### src/rtl/calc_entry_ctrl_pkg.sv
// Shared key codes, FSM state type and sizing for the BCD calculator entry sequencer.
package calc_entry_ctrl_pkg;

  localparam int DIGITS_DEF = 4;

  localparam logic [3:0] KEY_PLUS  = 4'hA;
  localparam logic [3:0] KEY_MINUS = 4'hB;
  localparam logic [3:0] KEY_EQ    = 4'hC;
  localparam logic [3:0] KEY_CLR   = 4'hD;

  typedef enum logic [2:0] {
    ST_ENTER_A = 3'd0,
    ST_ENTER_B = 3'd1,
    ST_EXEC    = 3'd2,
    ST_SHOW    = 3'd3,
    ST_ERR     = 3'd4
  } state_e;

  function automatic logic is_digit(input logic [3:0] k);
    return (k <= 4'd9);
  endfunction

  function automatic logic is_op(input logic [3:0] k);
    return ((k == KEY_PLUS) || (k == KEY_MINUS));
  endfunction

endpackage

### src/rtl/calc_entry_ctrl_if.sv
// Keypad, ALU and display signal bundle; slave is the sequencer's view, master the environment's.
interface calc_entry_ctrl_if #(parameter int W = 16);

  logic         key_valid;
  logic [3:0]   key_code;
  logic         key_ready;
  logic [W-1:0] alu_a;
  logic [W-1:0] alu_b;
  logic         alu_op;
  logic [W-1:0] alu_result;
  logic         alu_carry;
  logic         alu_valid;
  logic [W-1:0] disp_bcd;
  logic         disp_err;
  logic         busy;

  modport slave (
    input  key_valid, key_code, alu_result, alu_carry, alu_valid,
    output key_ready, alu_a, alu_b, alu_op, disp_bcd, disp_err, busy
  );

  modport master (
    output key_valid, key_code, alu_result, alu_carry, alu_valid,
    input  key_ready, alu_a, alu_b, alu_op, disp_bcd, disp_err, busy
  );

endinterface

### src/rtl/calc_entry_ctrl_bcd_digit_shifter.sv
// One BCD operand register with its digit counter; enforces the no-leading-zero and full rules.
module bcd_digit_shifter #(
  parameter  int DIGITS = 4,
  localparam int W      = 4 * DIGITS,
  localparam int CW     = $clog2(DIGITS + 1)
) (
  input  logic          clk,
  input  logic          rst_n,
  input  logic          clr_i,
  input  logic          load_val_i,
  input  logic          load_first_i,
  input  logic          shift_i,
  input  logic [3:0]    digit_i,
  input  logic [W-1:0]  val_i,
  output logic [W-1:0]  val_o,
  output logic [CW-1:0] cnt_o
);

  logic [W-1:0]  val_q, val_d;
  logic [CW-1:0] cnt_q, cnt_d;

  // Next-value selection; clear beats a result load, which beats digit entry.
  always_comb begin
    val_d = val_q;
    cnt_d = cnt_q;
    if (clr_i) begin
      val_d = '0;
      cnt_d = '0;
    end else if (load_val_i) begin
      val_d = val_i;
      cnt_d = CW'(DIGITS);
    end else if (load_first_i) begin
      if (digit_i == 4'd0) begin
        val_d = '0;
        cnt_d = '0;
      end else begin
        val_d = {{(W-4){1'b0}}, digit_i};
        cnt_d = CW'(1);
      end
    end else if (shift_i) begin
      if (((cnt_q == '0) && (digit_i == 4'd0)) || (cnt_q == CW'(DIGITS))) begin
        val_d = val_q;
        cnt_d = cnt_q;
      end else begin
        val_d = {val_q[W-5:0], digit_i};
        cnt_d = cnt_q + CW'(1);
      end
    end else begin
      val_d = val_q;
      cnt_d = cnt_q;
    end
  end

  // Operand and digit-count registers.
  always_ff @(posedge clk or negedge rst_n) begin
    if (!rst_n) begin
      val_q <= '0;
      cnt_q <= '0;
    end else begin
      val_q <= val_d;
      cnt_q <= cnt_d;
    end
  end

  assign val_o = val_q;
  assign cnt_o = cnt_q;

endmodule

### src/rtl/calc_entry_ctrl.sv
// Keypad sequencer: builds operands A/B, drives the combinational BCD ALU for one EXEC cycle,
// captures its result and selects what the display shows.
module calc_entry_ctrl
  import calc_entry_ctrl_pkg::*;
#(
  parameter int DIGITS = DIGITS_DEF
) (
  input logic               clk,
  input logic               rst_n,
  calc_entry_ctrl_if.slave  bus
);

  localparam int W  = 4 * DIGITS;
  localparam int CW = $clog2(DIGITS + 1);

  state_e state_q, state_d;
  logic   op_q, op_d;
  logic   pend_q, pend_d;
  logic   pend_op_q, pend_op_d;

  logic          a_clr_s, a_load_s, a_first_s, a_shift_s;
  logic          b_clr_s, b_shift_s;
  logic [W-1:0]  a_val_s, b_val_s;
  logic [CW-1:0] a_cnt_s, b_cnt_s;
  logic          key_s, err_s;
  logic [3:0]    code_s;
  logic [W-1:0]  disp_s;

  assign code_s = bus.key_code;
  assign key_s  = bus.key_valid && (state_q != ST_EXEC);
  assign err_s  = bus.alu_carry | ~bus.alu_valid;

  // Next-state and operand-control decode.
  always_comb begin
    state_d   = state_q;
    op_d      = op_q;
    pend_d    = pend_q;
    pend_op_d = pend_op_q;
    a_clr_s   = 1'b0;
    a_load_s  = 1'b0;
    a_first_s = 1'b0;
    a_shift_s = 1'b0;
    b_clr_s   = 1'b0;
    b_shift_s = 1'b0;
    if (state_q == ST_EXEC) begin
      // The ALU has had the whole cycle to settle; capture happens on this edge.
      if (err_s) begin
        state_d = ST_ERR;
      end else if (pend_q) begin
        a_load_s = 1'b1;
        b_clr_s  = 1'b1;
        op_d     = pend_op_q;
        pend_d   = 1'b0;
        state_d  = ST_ENTER_B;
      end else begin
        a_load_s = 1'b1;
        state_d  = ST_SHOW;
      end
    end else if (key_s && (code_s == KEY_CLR)) begin
      a_clr_s   = 1'b1;
      b_clr_s   = 1'b1;
      op_d      = 1'b0;
      pend_d    = 1'b0;
      pend_op_d = 1'b0;
      state_d   = ST_ENTER_A;
    end else if (key_s) begin
      case (state_q)
        ST_ENTER_A: begin
          if (is_digit(code_s)) begin
            a_shift_s = 1'b1;
          end else if (is_op(code_s)) begin
            op_d    = (code_s == KEY_MINUS);
            b_clr_s = 1'b1;
            state_d = ST_ENTER_B;
          end else begin
            state_d = ST_ENTER_A;
          end
        end
        ST_ENTER_B: begin
          if (is_digit(code_s)) begin
            b_shift_s = 1'b1;
          end else if (is_op(code_s) && (b_cnt_s == '0)) begin
            op_d = (code_s == KEY_MINUS);
          end else if (is_op(code_s)) begin
            pend_d    = 1'b1;
            pend_op_d = (code_s == KEY_MINUS);
            state_d   = ST_EXEC;
          end else if (code_s == KEY_EQ) begin
            state_d = ST_EXEC;
          end else begin
            state_d = ST_ENTER_B;
          end
        end
        ST_SHOW: begin
          if (is_digit(code_s)) begin
            a_first_s = 1'b1;
            state_d   = ST_ENTER_A;
          end else if (is_op(code_s)) begin
            op_d    = (code_s == KEY_MINUS);
            b_clr_s = 1'b1;
            state_d = ST_ENTER_B;
          end else if (code_s == KEY_EQ) begin
            state_d = ST_EXEC;
          end else begin
            state_d = ST_SHOW;
          end
        end
        default: begin
          state_d = state_q;
        end
      endcase
    end else begin
      state_d = state_q;
    end
  end

  // FSM state and operation registers.
  always_ff @(posedge clk or negedge rst_n) begin
    if (!rst_n) begin
      state_q   <= ST_ENTER_A;
      op_q      <= 1'b0;
      pend_q    <= 1'b0;
      pend_op_q <= 1'b0;
    end else begin
      state_q   <= state_d;
      op_q      <= op_d;
      pend_q    <= pend_d;
      pend_op_q <= pend_op_d;
    end
  end

  bcd_digit_shifter #(.DIGITS(DIGITS)) u_a (
    .clk          (clk),
    .rst_n        (rst_n),
    .clr_i        (a_clr_s),
    .load_val_i   (a_load_s),
    .load_first_i (a_first_s),
    .shift_i      (a_shift_s),
    .digit_i      (code_s),
    .val_i        (bus.alu_result),
    .val_o        (a_val_s),
    .cnt_o        (a_cnt_s)
  );

  bcd_digit_shifter #(.DIGITS(DIGITS)) u_b (
    .clk          (clk),
    .rst_n        (rst_n),
    .clr_i        (b_clr_s),
    .load_val_i   (1'b0),
    .load_first_i (1'b0),
    .shift_i      (b_shift_s),
    .digit_i      (code_s),
    .val_i        ('0),
    .val_o        (b_val_s),
    .cnt_o        (b_cnt_s)
  );

  // Display source; an empty A is always zero, so it shows as zero explicitly.
  always_comb begin
    disp_s = '0;
    case (state_q)
      ST_ENTER_A: disp_s = (a_cnt_s == '0) ? '0 : a_val_s;
      ST_ENTER_B: disp_s = (b_cnt_s != '0) ? b_val_s : a_val_s;
      ST_SHOW:    disp_s = a_val_s;
      ST_EXEC:    disp_s = a_val_s;
      ST_ERR:     disp_s = '0;
      default:    disp_s = '0;
    endcase
  end

  assign bus.alu_a     = a_val_s;
  assign bus.alu_b     = b_val_s;
  assign bus.alu_op    = op_q;
  assign bus.disp_bcd  = disp_s;
  assign bus.disp_err  = (state_q == ST_ERR);
  assign bus.busy      = (state_q == ST_EXEC);
  assign bus.key_ready = (state_q != ST_EXEC);

endmodule

### src/flat_wrapper.sv
// flat-port wrapper written by rule: the top's interface ports become plain ports
module calc_entry_ctrl_flat import calc_entry_ctrl_pkg::*;
#(
  parameter int DIGITS = DIGITS_DEF
)
  (clk, rst_n, bus_key_valid, bus_key_code, bus_alu_result, bus_alu_carry, bus_alu_valid, bus_key_ready, bus_alu_a, bus_alu_b, bus_alu_op, bus_disp_bcd, bus_disp_err, bus_busy);
  calc_entry_ctrl_if #(.W(16)) bus_i ();
  input logic clk;
  input logic rst_n;
  input wire logic [$bits(bus_i.key_valid)-1:0] bus_key_valid;
  input wire logic [$bits(bus_i.key_code)-1:0] bus_key_code;
  input wire logic [$bits(bus_i.alu_result)-1:0] bus_alu_result;
  input wire logic [$bits(bus_i.alu_carry)-1:0] bus_alu_carry;
  input wire logic [$bits(bus_i.alu_valid)-1:0] bus_alu_valid;
  output wire logic [$bits(bus_i.key_ready)-1:0] bus_key_ready;
  output wire logic [$bits(bus_i.alu_a)-1:0] bus_alu_a;
  output wire logic [$bits(bus_i.alu_b)-1:0] bus_alu_b;
  output wire logic [$bits(bus_i.alu_op)-1:0] bus_alu_op;
  output wire logic [$bits(bus_i.disp_bcd)-1:0] bus_disp_bcd;
  output wire logic [$bits(bus_i.disp_err)-1:0] bus_disp_err;
  output wire logic [$bits(bus_i.busy)-1:0] bus_busy;
  assign bus_i.key_valid = bus_key_valid;
  assign bus_i.key_code = bus_key_code;
  assign bus_i.alu_result = bus_alu_result;
  assign bus_i.alu_carry = bus_alu_carry;
  assign bus_i.alu_valid = bus_alu_valid;
  assign bus_key_ready = bus_i.key_ready;
  assign bus_alu_a = bus_i.alu_a;
  assign bus_alu_b = bus_i.alu_b;
  assign bus_alu_op = bus_i.alu_op;
  assign bus_disp_bcd = bus_i.disp_bcd;
  assign bus_disp_err = bus_i.disp_err;
  assign bus_busy = bus_i.busy;
  calc_entry_ctrl #(.DIGITS(DIGITS)) u_core (.clk(clk), .rst_n(rst_n), .bus(bus_i));
endmodule
### config.mk
export PLATFORM = sky130hd
export DESIGN_NAME = calc_entry_ctrl_flat
export DESIGN_NICKNAME = d
export VERILOG_FILES = /design/src/rtl/calc_entry_ctrl_pkg.sv /design/src/rtl/calc_entry_ctrl_if.sv /design/src/rtl/calc_entry_ctrl_bcd_digit_shifter.sv /design/src/rtl/calc_entry_ctrl.sv /design/src/flat_wrapper.sv
export SDC_FILE = /design/constraint.sdc
export NUM_CORES = 1
export LEC_CHECK = 0
export ABC_AREA = 0
export BUFFER_PORTS_ARGS = -buffer_cell sky130_fd_sc_hd__buf_2
export CORE_ASPECT_RATIO = 1.2
export CORE_MARGIN = 2
export CORE_UTILIZATION = 55
export DETAILED_ROUTE_END_ITERATION = 10
export PLACE_DENSITY = 0.95
export SKIP_CTS_REPAIR_TIMING = 1
export SKIP_LAST_GASP = 1
export SYNTH_ARGS = -nofsm -noshare
export SYNTH_HDL_FRONTEND = slang
export SYNTH_SLANG_ARGS = --single-unit
### constraint.sdc
create_clock -name clk -period 4.4 [get_ports clk]
set_clock_uncertainty 0.15 [all_clocks]
set_input_delay 0.44 -clock clk [delete_from_list [all_inputs] [get_ports clk]]
set_output_delay 0.44 -clock clk [all_outputs]
set_load 0.03 [all_outputs]
==> summary.md <==
| Metric | Value |
|---|---|
| Number of max-capacitance violations reported | `0` |
| NetSw | `0.00124 W` |
| Clock power share | `13.6%` |
| Total of flip-flops plus latches after synthesis | `44` |
| Run status | `completed` |
| DP Wirelength | `5.02 mm` |
| Yosys warnings | `0` |
| Setup TNS | `0 ns` |
| CTS tree | `yes` |
| Global placement routability congestion | `0.873` |
| Max IR drop VDD | `0.000347 V` |
| Ratio of total power to cell area | `813 mW/mm^2` |
| Power share of the sequential group | `31.3%` |
| Number of nets produced by synthesis | `312` |
| Slowest-stage cell, CP | `sky130_fd_sc_hd__nor2_1` |
| Clock sink count | `44` |
| CTS buffer count | `5` |
| Count of inserted antenna diode cells | `0` |
| Area grow syn2layout | `18.5%` |
| Arithmetic-cell share of the synthesized area counting full adders, half adders and majority gates | `1.99%` |
| Peak per-stage delay on the critical path | `0.82 ns` |
| Htree depth | `2` |
| CTS root buffer | `sky130_fd_sc_hd__clkbuf_8` |
| Total number of nets in the final design | `375` |
| Final setup violation count | `0` |
| DRT Pass-1 Iters | `5` |
| Routed wire length | `7.20 mm` |
| Number of rows in the core area | `27` |
| Number of violations reported at the end of detailed-routing iteration 0 | `273` |
| Number of enable-type register cells in the synthesized netlist | `0` |
| Die Wd | `65.8 um` |
| Switching share of power | `51.0%` |
| Total chip power | `0.00243 W` |
| Ordered list of cells on the worst path | `inv_1, ha_1, nand2b_1, a22oi_1, nor2_1, nor2_1, a22o_1, buf_2` |
| Number of cells in the finished layout apart from fillers | `405` |
| Share of layout cells above drive strength 1 | `28.5%` |
| Post-Syn Area | `0.00252 mm^2` |
| Sum of overflow across all layers after global routing | `0` |
| Period utilization | `75.7%` |
| Overall via count from detail_route | `2549` |
| Data required time at the worst endpoint | `3.81 ns` |
| IO Pins | `77` |
| Cells after DPL | `397` |
| Launching element type of the critical path | `flop` |
| Class of the tightest hold or removal check | `input pin to async pin` |
| Dominant combinational cell family by area after synthesis | `compound AO/OA/AOI/OAI gates` |
| Multiplexer share of the synthesized area | `3.52%` |
| GRT Resource Usage Total | `29.1%` |
| Max-slew violation count | `0` |
| Final period demand of the worst path | `3.33 ns` |
| Fin. Hold Viols | `0` |
| Clock input transition at the sequential cells of the worst setup and hold paths | `0.09 ns` |
| Initial cell density of the core | `56.1%` |
| Antenna violations before repair | `0` |
| Die Footprint | `0.00514 mm^2` |
| Number of nets with antenna violations after detailed routing | `0` |
| Element type at the critical path end | `output port` |
| Combinational Power Share | `55.1%` |
| Unrepaired setup endpoints after global routing | `no` |
| Static power due to leakage | `1.46 nW` |
| Actual slew at the worst max-slew pin | `1.07 ns` |
| Post-Synthesis Mean Instance Area | `8.91 um^2` |
| Seq/Total Area, Yosys | `43.7%` |
| Top post-synthesis cells by area | `sky130_fd_sc_hd__dfrtp_1, sky130_fd_sc_hd__nand2_1, sky130_fd_sc_hd__o21ai_0` |
| Post-synth top area cell | `sky130_fd_sc_hd__dfrtp_1` |
| Most frequent standard cell in the layout excluding fill and tap cells | `sky130_fd_sc_hd__buf_2` |
| Number of input and output port buffers inserted | `76` |
| First-pass GRT wire length | `11.6 mm` |
| Post-route core utilization | `66.5%` |
| Xor-xnor portion of the synthesized cell area | `0.695%` |
| Area of the core | `0.00449 mm^2` |
| Clock latency on the worst-skew pair | `0.30 ns` |
| # fillers | `325` |
| Slew Limit Headroom | `28.4%` |
| Top_reg_cell synth | `sky130_fd_sc_hd__dfrtp_1` |
| Maximum fanout encountered on the critical timing path | `16` |
| Critical path data arrival time | `2.74 ns` |
| Number of global-route vias before repair | `2319` |
| Clock tree buffer depth | `2` |
| Fmax | `300 MHz` |
| Top library cells by usage in the layout, fill and taps aside | `sky130_fd_sc_hd__buf_2, sky130_fd_sc_hd__nand2_1, sky130_fd_sc_hd__dfrtp_1` |
| Basic-gate share of the synthesized area counting and, or, nand and nor cells | `20.6%` |
| Class of the most critical setup path | `flop to output port` |
| Maximum number of pins on one net before global-route repair | `45` |
| Compound-cell area share of the yosys netlist | `23.7%` |
| Die Height | `78.2 um` |
| Syn Inst Count | `283` |
| Most common cell type on the critical path | `sky130_fd_sc_hd__nor2_1` |
| Count of cell types in the netlist | `48` |
| Remaining routing DRC violations | `0` |
| Cell-internal power | `0.00119 W` |
| Synth async-reset ratio | `100%` |
| Area share of the largest cell type after synthesis | `43.7%` |
| Wirelength per Cell | `17.8 um` |
| Post-detailed-route via-to-cell ratio | `6.29` |
[metal layers]
metal	wire [um]	part of all wire [%]	vias up	track usage [%]
li1	-	-	1139	-
met1	2780	39	1200	37.1
met2	3460	48	186	47.2
met3	695	9.7	24	5.30
met4	261	3.6	0	14.2
met5	0	0	-	0
[worst paths after layout]
path                            slack (ns)                start  cells past startpoint              endpoint
min in group clk                      0.21   bus_alu_result[13]                      3  u_core.u_a.val_o[13]
max in group asynchronous             3.37                rst_n                      1  u_core.u_b.val_o[10]
worst max-delay path                  1.07  u_core.u_b.cnt_o[0]                      8       bus_disp_bcd[5]
worst max register to register        1.47    u_core.state_q[1]                      6     u_core.bus.alu_op
worst min register to register        0.35    u_core.bus.alu_op                      1     u_core.bus.alu_op
worst min-delay path                  0.14                rst_n                      1  u_core.u_a.val_o[15]
[cell usage after synthesis (2+ instances only)]
master,number
sky130_fd_sc_hd__nand2_1,65
sky130_fd_sc_hd__dfrtp_1,44
sky130_fd_sc_hd__o21ai_0,38
sky130_fd_sc_hd__a22o_1,17
sky130_fd_sc_hd__a2bb2oi_1,13
sky130_fd_sc_hd__nor2_1,10
sky130_fd_sc_hd__buf_2,9
sky130_fd_sc_hd__clkbuf_1,8
sky130_fd_sc_hd__a21oi_1,7
sky130_fd_sc_hd__inv_1,6
sky130_fd_sc_hd__mux2_2,6
sky130_fd_sc_hd__ha_1,4
sky130_fd_sc_hd__nand4_1,4
sky130_fd_sc_hd__nor2b_1,4
sky130_fd_sc_hd__buf_6,3
sky130_fd_sc_hd__nand2_2,3
sky130_fd_sc_hd__nand3_1,3
sky130_fd_sc_hd__nor3b_1,3
sky130_fd_sc_hd__a211oi_1,2
sky130_fd_sc_hd__and2_1,2
sky130_fd_sc_hd__and3_1,2
sky130_fd_sc_hd__nand3_2,2
sky130_fd_sc_hd__o21ai_1,2
sky130_fd_sc_hd__o31ai_1,2
[registers in the layout, indices dropped and copies added, names as in the netlist]
register / flops
u_core.u_b.val_o: 16
u_core.u_a.val_o: 16
u_core.pend_q: 1
u_core.bus.alu_op: 1
u_core.u_b.cnt_o: 3
u_core.state_q: 3
u_core.pend_op_q: 1
u_core.u_a.cnt_o: 3
[cells by family after synthesis]
family                     Yosys count
buffers and inverters               28
and+or+nand+nor                    108
xor gates and xnor gates             2
muxes                                8
DFF                                 44
adders and majority gates            4
AOI/OAI and AO/OA                   89
[power groups by stage]
stage	Sequential (W)	Clock, W	Combinational [W]
3_5_place_dp	0.000755	0	0.00133
5_1_grt	0.000774	0.000348	0.00143
4_1_cts	0.000749	0.000333	0.00133
3_3_place_gp	0.000748	0	0.00129
6_report	0.000761	0.000330	0.00134
2_1_floorplan	0.000897	0	0.000805
[area by class of cell]
type	instances	area [um^2]	share of cell area [%]
clock inverters	2	38.8	1.30
multi-input cells	211	1270	42.6
repair buffers	77	388	13.0
clock buffers	6	82.6	2.76
well taps	58	72.6	2.43
inverters	7	31.3	1.05
flip-flops and latches	44	1100	36.9
[stage by stage]
| stage | instance area [um^2] | hold slack, ns | worst slack [ns] |
|---|---|---|---|
| CTS | 2990 | 0.169 | 1.12 |
| finish | 2990 | 0.136 | 1.07 |
| global route | 2990 | 0.222 | 0.898 |
| floorplan | 2520 | -0.00559 | 1.94 |
| detailed placement | 2870 | 0.329 | 1.47 |
| global placement | 2870 | 0.316 | 1.55 |
[worst max-delay path: cells and delay by family, from the launching register on]
family | cells | cell delay [ns]
buffers and inverters | 2 | 0.28
adders and majority gates | 1 | 0.23
DFF | 1 | 0.41
and+or+nand+nor | 3 | 1.01
AOI/OAI and AO/OA | 2 | 0.50
Note: power is estimated with default switching activity, not from simulation.
